File: src/rtl/mux_pkg.sv
// Shared types and index helpers for the bit-mux select sequencer.
package mux_pkg;

  localparam int unsigned SEL_W  = 3;
  localparam int unsigned DATA_W = 8;

  typedef enum logic {
    IDLE = 1'b0,
    RUN  = 1'b1
  } state_e;

  function automatic int unsigned start_idx(input bit msb_first, input int unsigned data_w);
    return msb_first ? data_w - 1 : 0;
  endfunction

  function automatic int unsigned end_idx(input bit msb_first, input int unsigned data_w);
    return msb_first ? 0 : data_w - 1;
  endfunction

endpackage

File: src/rtl/mux_sel_sequencer_sel_counter.sv
// Loadable up/down select counter that saturates at its terminal value.
module sel_counter #(
  parameter int unsigned W    = 3,
  parameter bit          DOWN = 1'b0
) (
  input  logic         clk,
  input  logic         rst,
  input  logic [W-1:0] rst_val,
  input  logic         load,
  input  logic [W-1:0] load_val,
  input  logic         en,
  input  logic [W-1:0] end_val,
  output logic [W-1:0] cnt_q,
  output logic [W-1:0] cnt_d,
  output logic         at_end
);

  assign at_end = (cnt_q == end_val);

  // Stepping stops at the terminal value so a word never wraps.
  always_comb begin
    cnt_d = cnt_q;
    if (load) begin
      cnt_d = load_val;
    end else if (en && !at_end) begin
      cnt_d = DOWN ? cnt_q - W'(1) : cnt_q + W'(1);
    end
  end

  always_ff @(posedge clk) begin
    if (rst) cnt_q <= rst_val;
    else     cnt_q <= cnt_d;
  end

endmodule

File: src/rtl/mux_sel_sequencer.sv
// Loads a parallel word and walks the mux select across it, one beat per consumed bit.
module mux_sel_sequencer
  import mux_pkg::*;
#(
  parameter int unsigned DATA_W    = mux_pkg::DATA_W,
  parameter int unsigned SEL_W     = mux_pkg::SEL_W,
  parameter bit          MSB_FIRST = 1'b0
) (
  input  logic              clk,
  input  logic              rst,
  input  logic [DATA_W-1:0] in_data,
  input  logic              in_valid,
  output logic              in_ready,
  output logic [DATA_W-1:0] data_out,
  output logic [SEL_W-1:0]  sel_out,
  output logic              bit_valid,
  output logic              bit_last,
  input  logic              out_ready,
  output logic              busy
);

  localparam logic [SEL_W-1:0] START_IDX = SEL_W'(start_idx(MSB_FIRST, DATA_W));
  localparam logic [SEL_W-1:0] END_IDX   = SEL_W'(end_idx(MSB_FIRST, DATA_W));

  state_e            state_q, state_d;
  logic [DATA_W-1:0] data_q, data_d;
  logic              valid_q, valid_d;
  logic              last_q, last_d;
  logic              cnt_load, cnt_en, cnt_at_end;
  logic [SEL_W-1:0]  cnt_q, cnt_d;
  logic              accept, beat_done;

  assign in_ready  = (state_q == IDLE) || ((state_q == RUN) && last_q && out_ready);
  assign accept    = in_valid && in_ready;
  assign beat_done = (state_q == RUN) && valid_q && out_ready;

  // A consumed final beat with a waiting word reloads directly, keeping the stream gapless.
  always_comb begin
    state_d  = state_q;
    data_d   = data_q;
    valid_d  = valid_q;
    cnt_load = 1'b0;
    cnt_en   = 1'b0;
    if (accept) begin
      state_d  = RUN;
      data_d   = in_data;
      valid_d  = 1'b1;
      cnt_load = 1'b1;
    end else if (beat_done && cnt_at_end) begin
      state_d = IDLE;
      valid_d = 1'b0;
    end else if (beat_done) begin
      cnt_en = 1'b1;
    end
  end

  assign last_d = (state_d == RUN) && (cnt_d == END_IDX);

  sel_counter #(
    .W    (SEL_W),
    .DOWN (MSB_FIRST)
  ) u_sel_counter (
    .clk      (clk),
    .rst      (rst),
    .rst_val  (START_IDX),
    .load     (cnt_load),
    .load_val (START_IDX),
    .en       (cnt_en),
    .end_val  (END_IDX),
    .cnt_q    (cnt_q),
    .cnt_d    (cnt_d),
    .at_end   (cnt_at_end)
  );

  always_ff @(posedge clk) begin
    if (rst) begin
      state_q <= IDLE;
      data_q  <= '0;
      valid_q <= 1'b0;
      last_q  <= 1'b0;
    end else begin
      state_q <= state_d;
      data_q  <= data_d;
      valid_q <= valid_d;
      last_q  <= last_d;
    end
  end

  assign data_out  = data_q;
  assign sel_out   = cnt_q;
  assign bit_valid = valid_q;
  assign bit_last  = last_q;
  assign busy      = (state_q == RUN);

endmodule

File: config.mk
export PLATFORM = sky130hd
export DESIGN_NAME = mux_sel_sequencer
export DESIGN_NICKNAME = d
export VERILOG_FILES = /design/src/rtl/mux_pkg.sv /design/src/rtl/mux_sel_sequencer_sel_counter.sv /design/src/rtl/mux_sel_sequencer.sv
export SDC_FILE = /design/constraint.sdc
export NUM_CORES = 1
export LEC_CHECK = 0
export BUFFER_PORTS_ARGS = -buffer_cell sky130_fd_sc_hd__buf_2
export CAP_MARGIN = 5
export CORE_AREA = 2 2 39 41
export DETAILED_ROUTE_END_ITERATION = 8
export DIE_AREA = 0 0 41 43
export PLACE_DENSITY_LB_ADDON = 0.2
export SYNTH_ARGS = -nofsm -noshare
export SYNTH_HDL_FRONTEND = slang
export SYNTH_SLANG_ARGS = --single-unit
export TNS_END_PERCENT = 30
File: constraint.sdc
create_clock -name clk -period 2.7 [get_ports clk]
set_input_delay 0 -clock clk [delete_from_list [all_inputs] [get_ports clk]]
set_output_delay 0 -clock clk [all_outputs]
set_load 0.005 [all_outputs]
== Word level (Yosys, flattened, before mapping) ==
Cells that the tools add are included.

* Flip-flop bits (word level): 14
* Latch bits: 0
* Bits in writable memories: 0
* Memory bits (read-only): 0
* Input bits: 12
* Output and inout port bits: 15
* Word-level logic and storage cells: 30
* Memories kept: 0

* $add $sub $neg: 1
* Multiply operators: 0
* Divide/modulo/power cells: 0
* Magnitude comparators: 0
* Equal/unequal tests: 2
* Shift-type cells: 0
* Muxes and demuxes: 10
* Bitwise operators: 1
* Reductions and logical operators: 11

{| class="wikitable"
|+ Operators with widths
! kind !! count
|-
| logical AND 1 bit || 8
|-
| 2-to-1 mux 1 bit || 8
|-
| == test 3 bit (second input constant) || 2
|-
| 2-to-1 mux 3 bit || 2
|-
| adder 3 x 1 -> 3 bit (second input constant) || 1
|-
| nonzero test 2 bit || 1
|-
| logical NOT 1 bit || 1
|-
| logical OR 1 bit || 1
|-
| inverter 1 bit || 1
|}

== Logic depth before layout (Yosys ltp) ==
* Depth in word-level cells: 10
* Mapped depth: 5
* Mapped depth without buffers: 5

== By module ==
A second synthesis with hierarchy kept.

* Cell total of the unflattened synthesis: 86
* Area, all modules: 814.5 µm²

{| class="wikitable"
|+ Modules (own cells, without submodules)
! module !! times used !! cells each !! area each (µm²) !! sequential area each (µm²)
|-
| mux_sel_sequencer || 1 || 53 || 531.8 || 220.2
|-
| sel_counter || 1 || 33 || 282.8 || 60.1
|}

== Worst setup path after synthesis ==
No wires, ideal clock.

* Path type: register to register
* Start: reg u_sel_counter.cnt_q[0]
* End: reg last_q, in the netlist bit_last
* Library setup time: 103 ps
* Arrival: 1,586 ps
* Data required time: 2,597 ps
* Slack: 1,011 ps
* Cell stages (with the launch flop): 6
* Buffers on the path: 0
* Cell sequence: dfxtp_1 ha_1 ha_1 nand4b_4 or3b_1 a2111oi_2

* Longest elaborated chain between the ends: 9
* Elaborated cells on any way between the ends: 13

{| class="wikitable"
|+ RTL lines
! what !! line !! source
|-
| start: declaration || mux_sel_sequencer_sel_counter.sv:13 || <nowiki>output logic [W-1:0] cnt_q,</nowiki>
|-
| start signal: assignment || mux_sel_sequencer_sel_counter.sv:31 || <nowiki>if (rst) cnt_q <= rst_val;</nowiki>
|-
| start signal: assignment || mux_sel_sequencer_sel_counter.sv:32 || <nowiki>else cnt_q <= cnt_d;</nowiki>
|-
| == test 3 bit || mux_sel_sequencer_sel_counter.sv:18 || <nowiki>assign at_end = (cnt_q == end_val);</nowiki>
|-
| logical AND 1 bit || mux_sel_sequencer.sv:49 || <nowiki>end else if (beat_done && cnt_at_end) begin</nowiki>
|-
| 2-to-1 mux 1 bit || mux_sel_sequencer.sv:49 ||
|-
| 2-to-1 mux 1 bit || mux_sel_sequencer.sv:44 || <nowiki>if (accept) begin</nowiki>
|-
| logical AND 1 bit || mux_sel_sequencer_sel_counter.sv:25 || <nowiki>end else if (en && !at_end) begin</nowiki>
|-
| 2-to-1 mux 3 bit || mux_sel_sequencer_sel_counter.sv:25 ||
|-
| 2-to-1 mux 3 bit || mux_sel_sequencer_sel_counter.sv:23 || <nowiki>if (load) begin</nowiki>
|-
| == test 3 bit || mux_sel_sequencer.sv:57 || <nowiki>assign last_d = (state_d == RUN) && (cnt_d == END_IDX);</nowiki>
|-
| logical AND 1 bit * || mux_sel_sequencer.sv:57 ||
|-
| end signal: assignment || mux_sel_sequencer.sv:85 || <nowiki>last_q <= last_d;</nowiki>
|-
| end: declaration || mux_sel_sequencer.sv:28 || <nowiki>logic last_q, last_d;</nowiki>
|}

Every way passes the cells marked *; elsewhere a longest branch is shown, timed or not.
A chain may end at the register's enable or synchronous reset.

== Worst setup path after layout ==
Ends and elaborated chain as after synthesis.

==> out/results.ini <==
[timing]
timing.hold.ws_ns=0.0306
layout_min_cycle_time_ns=1.78
hold_viol=0
rsz0062_at_grt=false
final.period_utilization_pct=65.9
fmax_ghz=0.562
setup_slack_ns=0.919
slew_viol_final=0
tightest_slew_ns=0.250
finClkSkew_ns=0.00244
report.final.setup_viol=0
slew_headroom_pct=82.9
finalSetupTns_ns=0

[worst_hold_path]
hp-class=input pin to flop
hp-start=rst
min_path_cells=2

[routing]
num_vias=577
ant_nets=0
firstDrtPassIters=4
wl_per_cell_um=12.4
finalWirelength_um=1430
drc=0
vias_per_cell=5.02
drt_iter0_markers=11

[floorplanning]
die_x_um=41
core_area_um2=1380
ios=27
rows=14
start_util_pct=42.9
die_area_um2=1760
die_h_um=43

[global_routing]
grt_pass1_vias=552
grtUsageMet2_pct=32.2
grtUsageTotal_pct=20.0
gr-total-overflow=0
antenna_found_initial=0
grt_pass1_wl_um=2300
use_met1_pct=20.9
grt_max_degree=12
grtUsageMet3_pct=8.38
grt_busiest_layer=met2

[clock_network]
cts_made_buffers=3
ctsLongestPathBuffers=2
cts_root_buffer=clkbuf_4
clock_latency_ns=0.27
cts_max_level=1
clk_transition_reported_paths_ns=0.08
cts_sinks=14
cts_tree=done
postCtsSetupBuffers=0

[synthesis]
yosys.cell_types.count=17
synth_nets=78
syn_avg_cell_area_um2=9.29
synth_seq_cells=14
synth.area.top_cells=dfxtp_1 (47%), nand3_1 (9.3%), a21oi_1 (8.4%)
synth_top_area_share_pct=47.2
ys_seq_area_share_pct=47.2
synthCells=64
syn-cell-area_um2=594
synth_warnings=0
synth_area_leader_cell=dfxtp_1

[final_layout]
final_cell_area_um2=850
nFillCells=127
layoutNonFillerInstCount=115
diodes=0
fin_nets=114
register_area_um2=280
syn_to_final_growth_pct=42.9
drive_gt1_share_pct=34.3
multiInputGateArea_um2=295
fin_util_pct=61.4

[critical_path]
start_kind=flop
critPathLaunch=u_sel_counter.cnt_q[0]$_SDFF_PP0_
cp.required_ns=2.88
critPathMaxFanout=5
crit_type=flop to flop
rr_startpoint=u_sel_counter.cnt_q[0]$_SDFF_PP0_
cp-end-kind=flop
cp.arrival_ns=1.96
r2r_cells=5

[power]
power_leakage_nw=0.425
ir_drop_v=0.000325
finalPower_mw=0.434
power-per-cell-area_nw_per_um2=511

[status]
status=finished, final reports clean

[placement]
placed_cells=103
io_buffers=26
place_congestion=0.715
dpl_cell_area_um2=733
place_ws_ns=0.919
dpl.hpwl_um=949

[flow_run]
drv_cap=0

[timing repair]
item	CTS	global route
endpoints found under the hold margin	7	1
resized for setup	0	0
hold buffers	7	1
setup endpoints to repair	0	0
[layout by cell type (no fill, tap or decap)]
cell / n
buf_2: 26
dfxtp_1: 14
nand3_1: 11
a21oi_1: 10
o21ai_0: 8
dlygate4sd3_1: 8
nor2_1: 3
nand2_1: 3
clkbuf_4: 3
mux2i_1: 2
ha_1: 2
a21boi_4: 1
inv_2: 1
inv_1: 1
a21o_1: 1
nand4b_4: 1
xor2_1: 1
or3b_1: 1
a2111oi_2: 1
clkbuf_8: 1
[sequential cells by signal, summed over array words and instances (netlist names)]
name                 count
u_sel_counter.cnt_q      3
busy                     1
bit_valid                1
data_out                 8
bit_last                 1
[report_power, final]
| group | switching (mW) | internal, mW |
|---|---|---|
| sequential | 0.00698 | 0.216 |
| clock | 0.0655 | 0.0819 |
| combinational | 0.0322 | 0.0314 |
| total | 0.105 | 0.330 |
[worst max-delay path, cell delays in order, from the launching register on]
cell and delay (ns):
dfxtp_1 0.36, ha_1 0.21, ha_1 0.21, nand4b_4 0.22, or3b_1 0.39, a2111oi_2 0.29
[synth_stat cells]
master / number
o21ai_0: 8
a21o_1: 1
or3b_1: 1
ha_1: 2
a21boi_4: 1
inv_1: 1
a21oi_1: 10
nand3_1: 11
mux2i_1: 2
dfxtp_1: 14
xor2_1: 1
inv_2: 1
clkbuf_1: 3
nand2_1: 3
nand4b_4: 1
a2111oi_2: 1
nor2_1: 3
[area by class of cell]
| cell class | count | share of cell area, % |
|---|---|---|
| Clock buffer | 4 | 4.27 |
| Inverter | 2 | 0.884 |
| Multi-Input combinational cell | 45 | 34.8 |
| Sequential cell | 14 | 33.0 |
| Tap cell | 16 | 2.36 |
| Timing Repair Buffer | 34 | 24.7 |
[per-layer routing]
metal / wire (µm) / part of all wire [%]
met1: 613 / 43
met2: 724 / 51
met3: 71 / 5.0
met4: 15 / 1.1
met5: 0 / 0
[logic make-up (layout without fill, tap and decap cells)]
logic type	Yosys count	after routing	share of synthesized area [%]
AND/OR/NAND/NOR	19	19	18.5
adder cells (fa/ha/maj)	2	2	4.21
flip-flops	14	14	47.2
buffers and inverters	5	40	3.16
XOR/XNOR	1	1	1.47
AO/OA/AOI/OAI	21	21	22.1
multiplexers	2	2	3.37
[final timing paths]
| kind | end | slack, ns |
|---|---|---|
| max | bit_last$_SDFF_PP0_ | 0.92 |
| max reg2reg | bit_last$_SDFF_PP0_ | 0.92 |
| min reg2reg | data_out[3]$_SDFFE_PP0P_ | 0.48 |
| min | data_out[4]$_SDFFE_PP0P_ | 0.03 |
Note: power is estimated with default switching activity, not from simulation.
